### src/rtl/stage_wb_pkg.sv
// Shared definitions for the writeback stage: trap cause codes and the
// context parked while a memory access is outstanding.
package stage_wb_pkg;

  localparam logic [3:0] CAUSE_LD_MIS = 4'd4;
  localparam logic [3:0] CAUSE_LD_ACC = 4'd5;
  localparam logic [3:0] CAUSE_ST_MIS = 4'd6;
  localparam logic [3:0] CAUSE_ST_ACC = 4'd7;

  typedef struct packed {
    logic       ld;
    logic       rd_we;
    logic [4:0] rd;
  } mem_ctx_t;

  function automatic logic [3:0] acc_cause(input logic ld);
    return ld ? CAUSE_LD_ACC : CAUSE_ST_ACC;
  endfunction

endpackage

### src/rtl/stage_wb_watchdog.sv
// Bus-access watchdog: counts wait cycles and flags the cycle in which the
// wait reaches TIMEOUT_CYCLES. A zero TIMEOUT_CYCLES never expires.
module wb_watchdog #(
  parameter int unsigned TIMEOUT_CYCLES = 255
) (
  input  logic clk_i,
  input  logic rst_i,
  input  logic clr_i,
  input  logic en_i,
  output logic expired_o
);

  localparam int          CW    = (TIMEOUT_CYCLES < 2) ? 1 : $clog2(TIMEOUT_CYCLES);
  localparam int unsigned LIM_I = (TIMEOUT_CYCLES == 0) ? 0 : TIMEOUT_CYCLES - 1;
  localparam logic [CW-1:0] LIM = CW'(LIM_I);

  logic [CW-1:0] cnt_q;

  // cnt_q holds the number of wait cycles already elapsed, so the current
  // cycle is wait cycle cnt_q+1; expiry fires when that reaches the limit.
  assign expired_o = (TIMEOUT_CYCLES != 0) && en_i && (cnt_q == LIM);

  always_ff @(posedge clk_i) begin
    if (rst_i || clr_i)
      cnt_q <= '0;
    else if (en_i && cnt_q != LIM)
      cnt_q <= cnt_q + CW'(1);
  end

endmodule

### src/rtl/stage_wb.sv
// Writeback stage: retires ALU results and wishbone loads/stores, holding the
// pipeline while a bus access is outstanding and reporting traps.
module stage_wb
  import stage_wb_pkg::*;
#(
  parameter int unsigned TIMEOUT_CYCLES = 255,
  parameter int unsigned XLEN           = 32
) (
  input  logic            clk_i,
  input  logic            rst_i,
  input  logic            valid_i,
  input  logic            is_ld_mem_i,
  input  logic            is_st_mem_i,
  input  logic            rd_we_i,
  input  logic [4:0]      rd_addr_i,
  input  logic [XLEN-1:0] alu_result_i,
  input  logic [XLEN-1:0] mem_addr_i,
  input  logic [XLEN-1:0] pc_i,
  input  logic [XLEN-1:0] mem_data_i,
  input  logic            mem_ack_i,
  input  logic            mem_err_i,
  input  logic            e_ld_addr_mis_i,
  input  logic            e_st_addr_mis_i,
  input  logic            exc_i,
  input  logic [3:0]      exc_cause_i,
  input  logic            flush_i,
  output logic            stall_o,
  output logic            rf_we_o,
  output logic [4:0]      rf_waddr_o,
  output logic [XLEN-1:0] rf_wdata_o,
  output logic            retire_o,
  output logic            exc_valid_o,
  output logic [3:0]      exc_cause_o,
  output logic [XLEN-1:0] exc_tval_o,
  output logic [XLEN-1:0] exc_pc_o
);

  typedef enum logic {IDLE, WAIT_MEM} state_t;

  state_t          state_q;
  mem_ctx_t        ctx_q, ctx_cur;
  logic [XLEN-1:0] pc_q, addr_q, pc_cur, addr_cur;
  logic            is_mem, accept, mem_active, mem_fault, mem_done;
  logic            up_exc, wd_expired;
  logic [3:0]      up_cause;
  logic [XLEN-1:0] up_tval;

  always_comb begin
    up_exc   = 1'b1;
    up_cause = exc_cause_i;
    up_tval  = '0;
    if (exc_i) begin
      up_cause = exc_cause_i;
    end else if (e_ld_addr_mis_i) begin
      up_cause = CAUSE_LD_MIS;
      up_tval  = mem_addr_i;
    end else if (e_st_addr_mis_i) begin
      up_cause = CAUSE_ST_MIS;
      up_tval  = mem_addr_i;
    end else begin
      up_exc   = 1'b0;
    end
  end

  assign is_mem     = is_ld_mem_i | is_st_mem_i;
  assign accept     = (state_q == IDLE) && valid_i && is_mem && !up_exc;
  assign stall_o    = (state_q == WAIT_MEM) || accept;
  assign mem_active = accept || (state_q == WAIT_MEM);

  // In the accept cycle the bus may already answer, so resolve against the
  // live instruction; afterwards use the parked copy.
  always_comb begin
    if (state_q == IDLE) begin
      ctx_cur.ld    = is_ld_mem_i;
      ctx_cur.rd_we = rd_we_i;
      ctx_cur.rd    = rd_addr_i;
      pc_cur        = pc_i;
      addr_cur      = mem_addr_i;
    end else begin
      ctx_cur       = ctx_q;
      pc_cur        = pc_q;
      addr_cur      = addr_q;
    end
  end

  // err beats ack; the timeout only counts when the bus stayed silent.
  assign mem_fault = mem_active &&
                     (mem_err_i || ((state_q == WAIT_MEM) && !mem_ack_i && wd_expired));
  assign mem_done  = mem_active && mem_ack_i && !mem_err_i;

  wb_watchdog #(
    .TIMEOUT_CYCLES(TIMEOUT_CYCLES)
  ) u_watchdog (
    .clk_i    (clk_i),
    .rst_i    (rst_i),
    .clr_i    (state_q == IDLE),
    .en_i     (state_q == WAIT_MEM),
    .expired_o(wd_expired)
  );

  always_ff @(posedge clk_i) begin
    if (rst_i) begin
      state_q     <= IDLE;
      ctx_q       <= '0;
      pc_q        <= '0;
      addr_q      <= '0;
      rf_we_o     <= 1'b0;
      rf_waddr_o  <= '0;
      rf_wdata_o  <= '0;
      retire_o    <= 1'b0;
      exc_valid_o <= 1'b0;
      exc_cause_o <= '0;
      exc_tval_o  <= '0;
      exc_pc_o    <= '0;
    end else begin
      rf_we_o     <= 1'b0;
      retire_o    <= 1'b0;
      exc_valid_o <= 1'b0;
      if (flush_i) begin
        state_q <= IDLE;
      end else begin
        if (accept) begin
          ctx_q  <= ctx_cur;
          pc_q   <= pc_i;
          addr_q <= mem_addr_i;
        end
        if (mem_fault) begin
          state_q     <= IDLE;
          exc_valid_o <= 1'b1;
          exc_cause_o <= acc_cause(ctx_cur.ld);
          exc_tval_o  <= addr_cur;
          exc_pc_o    <= pc_cur;
        end else if (mem_done) begin
          state_q  <= IDLE;
          retire_o <= 1'b1;
          rf_we_o  <= ctx_cur.ld && ctx_cur.rd_we && (ctx_cur.rd != 5'd0);
          if (ctx_cur.ld) begin
            rf_waddr_o <= ctx_cur.rd;
            rf_wdata_o <= mem_data_i;
          end
        end else if (accept) begin
          state_q <= WAIT_MEM;
        end else if ((state_q == IDLE) && valid_i) begin
          if (up_exc) begin
            exc_valid_o <= 1'b1;
            exc_cause_o <= up_cause;
            exc_tval_o  <= up_tval;
            exc_pc_o    <= pc_i;
          end else begin
            retire_o   <= 1'b1;
            rf_we_o    <= rd_we_i && (rd_addr_i != 5'd0);
            rf_waddr_o <= rd_addr_i;
            rf_wdata_o <= alu_result_i;
          end
        end
      end
    end
  end

endmodule

### config.mk
export PLATFORM = sky130hd
export DESIGN_NAME = stage_wb
export DESIGN_NICKNAME = d
export VERILOG_FILES = /design/src/rtl/stage_wb_pkg.sv /design/src/rtl/stage_wb_watchdog.sv /design/src/rtl/stage_wb.sv
export SDC_FILE = /design/constraint.sdc
export NUM_CORES = 1
export LEC_CHECK = 0
export CORE_AREA = 3 3 130 132
export DETAILED_ROUTE_END_ITERATION = 16
export DIE_AREA = 0 0 133 135
export PLACE_DENSITY = 0.84
export SLEW_MARGIN = 30
export SYNTH_ARGS = -nofsm -noshare
export SYNTH_HDL_FRONTEND = slang
export SYNTH_HIERARCHICAL = 1
export SYNTH_SLANG_ARGS = --single-unit
export TNS_END_PERCENT = 30
### constraint.sdc
create_clock -name clk_i -period 6.6 [get_ports clk_i]
set_clock_uncertainty 0.05 [all_clocks]
set_input_delay 1.65 -clock clk_i [delete_from_list [all_inputs] [get_ports clk_i]]
set_output_delay 1.65 -clock clk_i [all_outputs]
set_load 0.03 [all_outputs]
==> impl_metrics.toml, run 1 <==
[drt]
wl_per_cell_um = 16.4
avgViaCountPerCell = 5.52
drc = 0
vias = 7873
drt_iter0_markers = 497
wl_mm = 23.4
drt_pre_antenna_iters = 6
antenna_left = 0

[logic_synthesis]
synth_top_area_share_pct = 48.6
synth_fp_nets = 1145
synth_cell_types = 38
yosys.area.top_type = "dfxtp_1"
synth_edf_count = 0
syn_avg_cell_area_um2 = 7.79
synthFlopType = "dfxtp_1"
async_flop_share_pct = 0
synth.area.top_cells = "dfxtp_1 49%, nand2_1 15%, a311oi_1 12%, nor2_1 5.4%, a21oi_1 5.2%"
synth_area_mm2 = 0.00774
yosysMostFrequentCell = "nand2_1"
ys_seq_area_share_pct = 48.6
yosys-top-cells-count = "317 x nand2_1, 188 x dfxtp_1, 112 x nor2_1, 104 x a311oi_1, 80 x a21oi_1"
syn_inst = 994
synth_seq_cells = 188
ys_warn_count = 6

[min_path]
holdPathEnd = "pc_q[27]$_SDFFE_PP0P_"
hp-start = "pc_q[27]$_SDFFE_PP0P_"
whs_path_depth = 2
min_path_type = "reg2reg"

[sta]
tns_ns = 0
grt_setup_unrepaired = "no"
min_period_ns = 5.15
slew_violations = 0
finalSetupViolCount = 0
timing.final.ws_setup_ns = 1.45
fmax_ghz = 0.194
post-route-period-util_pct = 78.1
hold_violations = 0
relSlewSlack_pct = 40.0
tightest_slew_ns = 0.899

[global_route]
grt_max_degree = 102
grt_overflow_total = 0
grt_pass1_wl_mm = 37.7
grt_pass1_vias = 7387
grtUsageTotal_pct = 25.5
antenna_found_initial = 1

[floorplan]
die_y_um = 135
dieArea_mm2 = 0.0180
design.core.area_mm2 = 0.0158
io_pins = 258
rows = 46
start_util_pct = 48.9
die_w_um = 133

[worst_setup_path]
arrival_ns = 3.45
cp_max_fo = 5
worstPathRequired_ns = 4.90
rrSetupSlack_ns = 3.27
setup.worst_path.start_class = "input pin"
endpoint_kind = "primary output"
criticalPathCategory = "in2out"
r2r-start = "state_q$_SDFFE_PP0P_"
rr_worst_depth = 7
startpoint = "e_st_addr_mis_i"
r2r_end = "exc_tval_o[12]$_SDFFE_PP0P_"

[power_and_ir_drop]
ir_drop_mv = 0.181
p_leak_nw = 3.70
power_mw = 2.58
powerDensity_mw_per_mm2 = 236

[placement]
place_hpwl_mm = 15.4
portBuffers = 257
place_congestion = 0.823
dpl_cell_area_mm2 = 0.0103
pre_cts_slack_ns = 1.45
placedCellCount = 1391

[clock_tree]
path_clk_slew_ns = 0.06
cts_tree = "built"
ctsResizeCount = 0
cts_buffer_depth = 2
cts.sinks = 188
cts-root-buf = "clkbuf_16"
post_cts_buffers = 0
cts_buffers = 17
clk_latency_ns = 0.42
cts_hold_buf = 0
h-tree-depth = 4

[run]
maxCapViolCount = 0

[final_layout]
design_area_mm2 = 0.0109
drive_gt1_share_pct = 4.55
nets = 1346
fin_cells = 1425
syn2layout_area_growth_pct = 41.4
fill_cells = 1297
multi_input_area_mm2 = 0.00362
seqCellArea_mm2 = 0.00376

[run_status]
status = "finished clean"
==> cell families (layout without fill, tap and decap cells) <==
family / after synthesis / after routing / synth area share [%]
muxes: 2 / 2 / 0.259
AOI/OAI and AO/OA: 207 / 207 / 19.2
adders and majority gates: 2 / 2 / 0.323
DFF: 188 / 188 / 48.6
buffers and inverters: 92 / 306 / 5.33
other: 0 / 1 / 0
and+or+nand+nor: 503 / 503 / 26.3
==> layout make-up <==
type,instances,share of cell area [%]
sequential,188,34.4
clock inverter,12,1.23
timing repair buffer,269,24.4
tap,216,2.47
antenna,1,0.0229
multi-input combinational,714,33.1
inverter,5,0.172
clock buffer,20,4.17
==> sequential cells by signal, summed over array words and instances (netlist names) <==
register / cells
exc_pc_o: 32
exc_tval_o: 32
retire_o: 1
pc_q: 32
state_q: 1
exc_valid_o: 1
rf_waddr_o: 5
addr_q: 32
rf_we_o: 1
ctx_q: 7
u_watchdog/cnt_q: 8
exc_cause_o: 4
rf_wdata_o: 32
==> worst max path at each step <==
| stage | to | slack, ns | depth (start not counted) |
|---|---|---|---|
| floorplan | stall_o | 2.48 | 4 |
| global placement | stall_o | 1.47 | 5 |
| detailed placement | stall_o | 1.45 | 5 |
| CTS | stall_o | 1.45 | 5 |
| global route | stall_o | 1.33 | 5 |
| finish | stall_o | 1.45 | 5 |
==> cells in the final DEF (no fill, tap or decap), drive strengths merged, types with 5 or more instances in the layout <==
| master | synthesis | layout |
|---|---|---|
| nand2 | 317 | 317 |
| clkdlybuf4s50 | 0 | 256 |
| dfxtp | 188 | 188 |
| nor2 | 112 | 112 |
| a311oi | 104 | 104 |
| a21oi | 80 | 80 |
| nand3 | 45 | 45 |
| clkbuf | 55 | 20 |
| buf | 32 | 13 |
| a211oi | 9 | 9 |
| inv | 5 | 9 |
| a31oi | 5 | 5 |
| nor3 | 5 | 5 |
| clkinv | 0 | 5 |
==> power by group <==
group          leakage, nW  switching (mW)  internal (mW)  total [mW]
sequential            1.53          0.0201           1.17        1.19
combinational         1.88           0.186          0.172       0.358
clock                0.292           0.446          0.583        1.03
total                 3.70           0.652           1.93        2.58
==> per-stage QoR <==
stage               util (%)  hold slack [ns]
finish                  69.1            0.404
global route            69.1            0.424
CTS                     69.0            0.406
detailed placement      65.3            0.397
global placement        65.2            0.391
floorplan                  -            0.387
==> metal layers <==
| layer | vias up | GRT usage [%] | wire length (um) |
|---|---|---|---|
| li1 | 3838 | - | - |
| met1 | 3700 | 31.3 | 9620 |
| met2 | 300 | 42.6 | 11200 |
| met3 | 35 | 8.61 | 2170 |
| met4 | 0 | 8.03 | 384 |
| met5 | - | 0 | 0 |
==> worst max-delay path: stages <==
cell and delay, ns:
clkdlybuf4s50_1 0.46, nor3_2 0.33, a31oi_1 0.20, inv_1 0.13, clkdlybuf4s50_1 0.67
No activity file was read; power rests on OpenSTA's default activity.
==> run 2: changes to the inputs <==
Settings changed: CORE_AREA 3 3 130 132 to 3 3 134 136, DIE_AREA 0 0 133 135 to 0 0 137 139, PLACE_DENSITY 0.84 to 0.8.
Clock period 6.6 ns to 5.39 ns, I/O delays scaled along.
==> run 2 against run 1 <==
Clock power grew 19%. Global-route usage fell by 2.4 points. Largest power group unchanged. Cell count up 0.42%. Count of clock-buffer cells in the layout down 2. Register-to-register slack worse by 1.4 ns. Critical path type unchanged.
==> impl_metrics.toml, run 2 (synthesized netlist as in run 1, its figures left out) <==
[clock_tree]
cts.sinks = 188
cts-root-buf = "clkbuf_16"
cts_buffers = 17
clk_latency_ns = 0.42
ctsResizeCount = 0
h-tree-depth = 4
cts_tree = "built"
cts_hold_buf = 0
cts_buffer_depth = 2
path_clk_slew_ns = 0.06
post_cts_buffers = 0

[floorplan]
start_util_pct = 45.4
die_w_um = 137
io_pins = 258
die_y_um = 139
dieArea_mm2 = 0.0190
rows = 48
design.core.area_mm2 = 0.0171

[run]
maxCapViolCount = 0

[global_route]
grtUsageTotal_pct = 23.2
grt_overflow_total = 0
grt_max_degree = 123
antenna_found_initial = 0
grt_pass1_vias = 7080
grt_pass1_wl_mm = 35.6

[placement]
placedCellCount = 1400
pre_cts_slack_ns = 0.831
place_hpwl_mm = 14.6
portBuffers = 257
place_congestion = 0.806

[sta]
whs_ns = 0.404
finalSetupViolCount = 0
fmax_ghz = 0.219
post-route-period-util_pct = 84.9
tightest_slew_ns = 0.917
slew_violations = 0
relSlewSlack_pct = 38.8
min_period_ns = 4.57
grt_setup_unrepaired = "no"
timing.final.ws_setup_ns = 0.816
hold_violations = 0
tns_ns = 0

[final_layout]
syn2layout_area_growth_pct = 41.1
drive_gt1_share_pct = 4.39
final_common_cell = "nand2_1"
nets = 1345
n_antenna_cell = 0
fill_cells = 1477
final_cell_mix = "317 x nand2_1, 256 x clkdlybuf4s50_1, 188 x dfxtp_1"
fin_cells = 1431

[drt]
wl_mm = 22.7
avgViaCountPerCell = 5.40
drt_iter0_markers = 461
vias = 7724
wl_per_cell_um = 15.9
drc = 0
drt_pre_antenna_iters = 5
antenna_left = 0

[power_and_ir_drop]
ir_drop_mv = 0.233
p_leak_nw = 3.69
power_mw = 3.12
powerDensity_mw_per_mm2 = 286

[worst_setup_path]
rr_worst_depth = 8
criticalPathCategory = "in2out"
r2r_end = "exc_tval_o[21]$_SDFFE_PP0P_"
crit_path_end = "stall_o"
startpoint = "e_st_addr_mis_i"
rrSetupSlack_ns = 1.89
arrival_ns = 3.18
setup.worst_path.start_class = "input pin"
endpoint_kind = "primary output"
r2r-start = "state_q$_SDFFE_PP0P_"
worstPathRequired_ns = 3.99
cp_max_fo = 5

[min_path]
min_path_type = "reg2reg"

[run_status]
status = "finished clean"
-- run 2: cell types whose count changed in the layout (fill, tap and decap cells not counted) --
cell      previous run  this run
diode_2              1         0
clkbuf_8             2         0
clkinv_2             3         4
buf_12               0         1
buf_8                1         0
buf_6                2         1
-- run 2: metrics by stage --
| stage | instance area [um2] | utilization (%) |
|---|---|---|
| after floorplan | 7740 | - |
| after global placement | 10400 | 60.7 |
| after detailed placement | 10400 | 60.7 |
| after CTS | 10900 | 64.0 |
| after global routing | 10900 | 64.0 |
| final | 10900 | 64.0 |
-- run 2: cell type report --
class,instances,area (um2),area share (%)
Timing Repair Buffer,268,2670,24.4
Multi-Input combinational cell,714,3620,33.1
Clock inverter,13,140,1.28
Tap cell,225,282,2.58
Inverter,5,18.8,0.172
Clock buffer,18,429,3.93
Sequential cell,188,3760,34.5
-- run 2: where the power goes --
part	internal, mW	leakage (nW)	total [mW]	switching (mW)
Sequential	1.43	1.53	1.46	0.0248
Clock	0.685	0.281	1.23	0.545
Combinational	0.209	1.88	0.434	0.225
-- run 2: worst min-delay path by stage --
stage               slack, ns               startpoint                 endpoint  cells after the start
floorplan                0.39   addr_q[0]$_SDFFE_PP0P_   addr_q[0]$_SDFFE_PP0P_                      2
global placement         0.39  addr_q[22]$_SDFFE_PP0P_  addr_q[22]$_SDFFE_PP0P_                      2
detailed placement       0.40    pc_q[20]$_SDFFE_PP0P_    pc_q[20]$_SDFFE_PP0P_                      2
CTS                      0.41  addr_q[28]$_SDFFE_PP0P_  addr_q[28]$_SDFFE_PP0P_                      2
global route             0.42   addr_q[3]$_SDFFE_PP0P_   addr_q[3]$_SDFFE_PP0P_                      2
finish                   0.40  addr_q[18]$_SDFFE_PP0P_  addr_q[18]$_SDFFE_PP0P_                      2
-- run 2: per-layer routing --
metal  vias to the layer above  share of wire, %  track usage [%]
met5                         -                 0                0
met4                         0               2.1             8.09
met3                        34                10             8.74
met2                       301                48             38.7
met1                      3536                40             27.0
li1                       3853                 -                -
-- run 2: critical path, cell delays in order --
cell and delay, ns:
clkdlybuf4s50_1 0.47, nor3_2 0.36, a31oi_1 0.20, inv_1 0.12
clkdlybuf4s50_1 0.67
==> run 3: changes to the inputs <==
Settings changed: CORE_AREA 3 3 134 136 to 3 3 142 144, DIE_AREA 0 0 137 139 to 0 0 145 147, PLACE_DENSITY 0.8 to 0.75.
Clock period 5.39 ns to 3.8 ns, I/O delays scaled along.
==> run 3 against run 2 <==
Setup slack got worse by 0.64 ns. Core utilization fell by 5.5 points. Global-route usage down 1.6 points. Non-clock buffer count increased by 9. Highest routed layer unchanged.
==> impl_metrics.toml, run 3 (synthesized netlist as in run 1, its figures left out) <==
[global_route]
grt_pass1_wl_mm = 38.0
grt_overflow_total = 0
antenna_found_initial = 0
grtUsageTotal_pct = 21.5
grt_max_degree = 112
grt_pass1_vias = 7199

[final_layout]
fill_cells = 1697
final_cell_mix = "317 x nand2_1, 256 x clkdlybuf4s50_1, 188 x dfxtp_1"
multi_input_area_mm2 = 0.00362
seqCellArea_mm2 = 0.00376
drive_gt1_share_pct = 5.19
design_area_mm2 = 0.0110
nets = 1354
fin_util_pct = 58.5
final_common_cell = "nand2_1"
n_antenna_cell = 0
syn2layout_area_growth_pct = 42.4

[clock_tree]
post_cts_buffers = 0
h-tree-depth = 4
cts_buffer_depth = 2
ctsResizeCount = 0
cts_buffers = 17
clk_latency_ns = 0.42
cts.sinks = 188
cts_tree = "built"
cts-root-buf = "clkbuf_16"
path_clk_slew_ns = 0.07
cts_hold_buf = 0

[placement]
place_hpwl_mm = 15.6
place_congestion = 0.767
portBuffers = 257
dpl_cell_area_mm2 = 0.0105

[sta]
min_period_ns = 3.63
tightest_slew_ns = 0.835
finalSetupViolCount = 0
whs_ns = 0.406
post-route-period-util_pct = 95.5
relSlewSlack_pct = 44.3
fmax_ghz = 0.276
tns_ns = 0
hold_violations = 0
slew_violations = 0
grt_setup_unrepaired = "no"

[floorplan]
die_y_um = 147
design.core.area_mm2 = 0.0188
dieArea_mm2 = 0.0213
die_w_um = 145
start_util_pct = 41.1
rows = 50
io_pins = 258

[drt]
antenna_left = 0
avgViaCountPerCell = 5.26
drc = 0
drt_iter0_markers = 502
wl_mm = 23.7
wl_per_cell_um = 16.1
vias = 7752
drt_pre_antenna_iters = 6

[worst_setup_path]
endpoint_kind = "primary output"
startpoint = "is_st_mem_i"
setup.worst_path.start_class = "input pin"
worstPathRequired_ns = 2.80
rrSetupSlack_ns = 1.21
cp_max_fo = 3
crit_path_end = "stall_o"
arrival_ns = 2.63
rr_worst_depth = 10
criticalPathCategory = "in2out"
r2r_end = "exc_tval_o[27]$_SDFFE_PP0P_"
r2r-start = "u_watchdog/cnt_q[0]$_SDFFE_PP0P_"

[power_and_ir_drop]
sequentialPowerShare_pct = 47.5
clkPwrFrac_pct = 38.1
power.switching_mw = 1.15
combPwrFrac_pct = 14.3
powerDensity_mw_per_mm2 = 395
p_int_mw = 3.21
p_sw_share_pct = 26.3
ir_drop_mv = 0.308
p_leak_nw = 3.71

[min_path]
whs_path_depth = 2
min_path_type = "reg2reg"

[run]
maxCapViolCount = 0

[run_status]
status = "finished clean"
run 3: cell types whose count changed in the layout (fill, tap and decap cells not counted):
cell and change:
buf_12 +1, buf_4 +8, clkinvlp_4 +2, bufinv_16 -2, inv_6 -1, clkbuf_1 -1, clkbuf_8 +2, clkinv_2 -1
clkinv_4 +1
run 3: worst min path at each step:
stage                      startpoint                     end
2_1_floorplan  addr_q[0]$_SDFFE_PP0P_  addr_q[0]$_SDFFE_PP0P_
3_3_place_gp     pc_q[8]$_SDFFE_PP0P_    pc_q[8]$_SDFFE_PP0P_
3_5_place_dp   addr_q[3]$_SDFFE_PP0P_  addr_q[3]$_SDFFE_PP0P_
4_1_cts        addr_q[3]$_SDFFE_PP0P_  addr_q[3]$_SDFFE_PP0P_
5_1_grt        addr_q[4]$_SDFFE_PP0P_  addr_q[4]$_SDFFE_PP0P_
6_report       addr_q[4]$_SDFFE_PP0P_  addr_q[4]$_SDFFE_PP0P_
run 3: per-layer routing:
metal	GRT usage, %	part of all wire, %
met3	7.56	8.4
met5	0	0
met2	36.4	48
met4	5.08	1.2
met1	26.6	43
run 3: power by group through the flow:
stage	logic [mW]	clock network [mW]	registers (mW)
floorplan	0.183	0	2.22
global placement	0.619	0	2.11
detailed placement	0.624	0	2.12
CTS	0.627	1.70	2.07
global route	0.672	1.77	2.08
finish	0.624	1.66	2.07
run 3: critical path, stage by stage:
cell and delay, ns:
clkdlybuf4s50_1 0.42, or2_1 0.25, a31oi_1 0.30, inv_1 0.10, clkdlybuf4s50_1 0.60
run 3: metrics by stage:
stage,setup WS [ns],power [mW],std cells
6_report,0.172,4.35,1475
3_5_place_dp,0.188,2.74,1444
2_1_floorplan,1.08,2.40,994
5_1_grt,0.0670,4.52,1475
4_1_cts,0.180,4.40,1475
3_3_place_gp,0.214,2.73,1444
run 3: final cells by class:
class | instances | area share, %
Tap cell | 260 | 2.95
Clock inverter | 12 | 0.817
Timing Repair Buffer | 277 | 24.9
Clock buffer | 19 | 4.11
Sequential cell | 188 | 34.2
Inverter | 5 | 0.170
Multi-Input combinational cell | 714 | 32.9
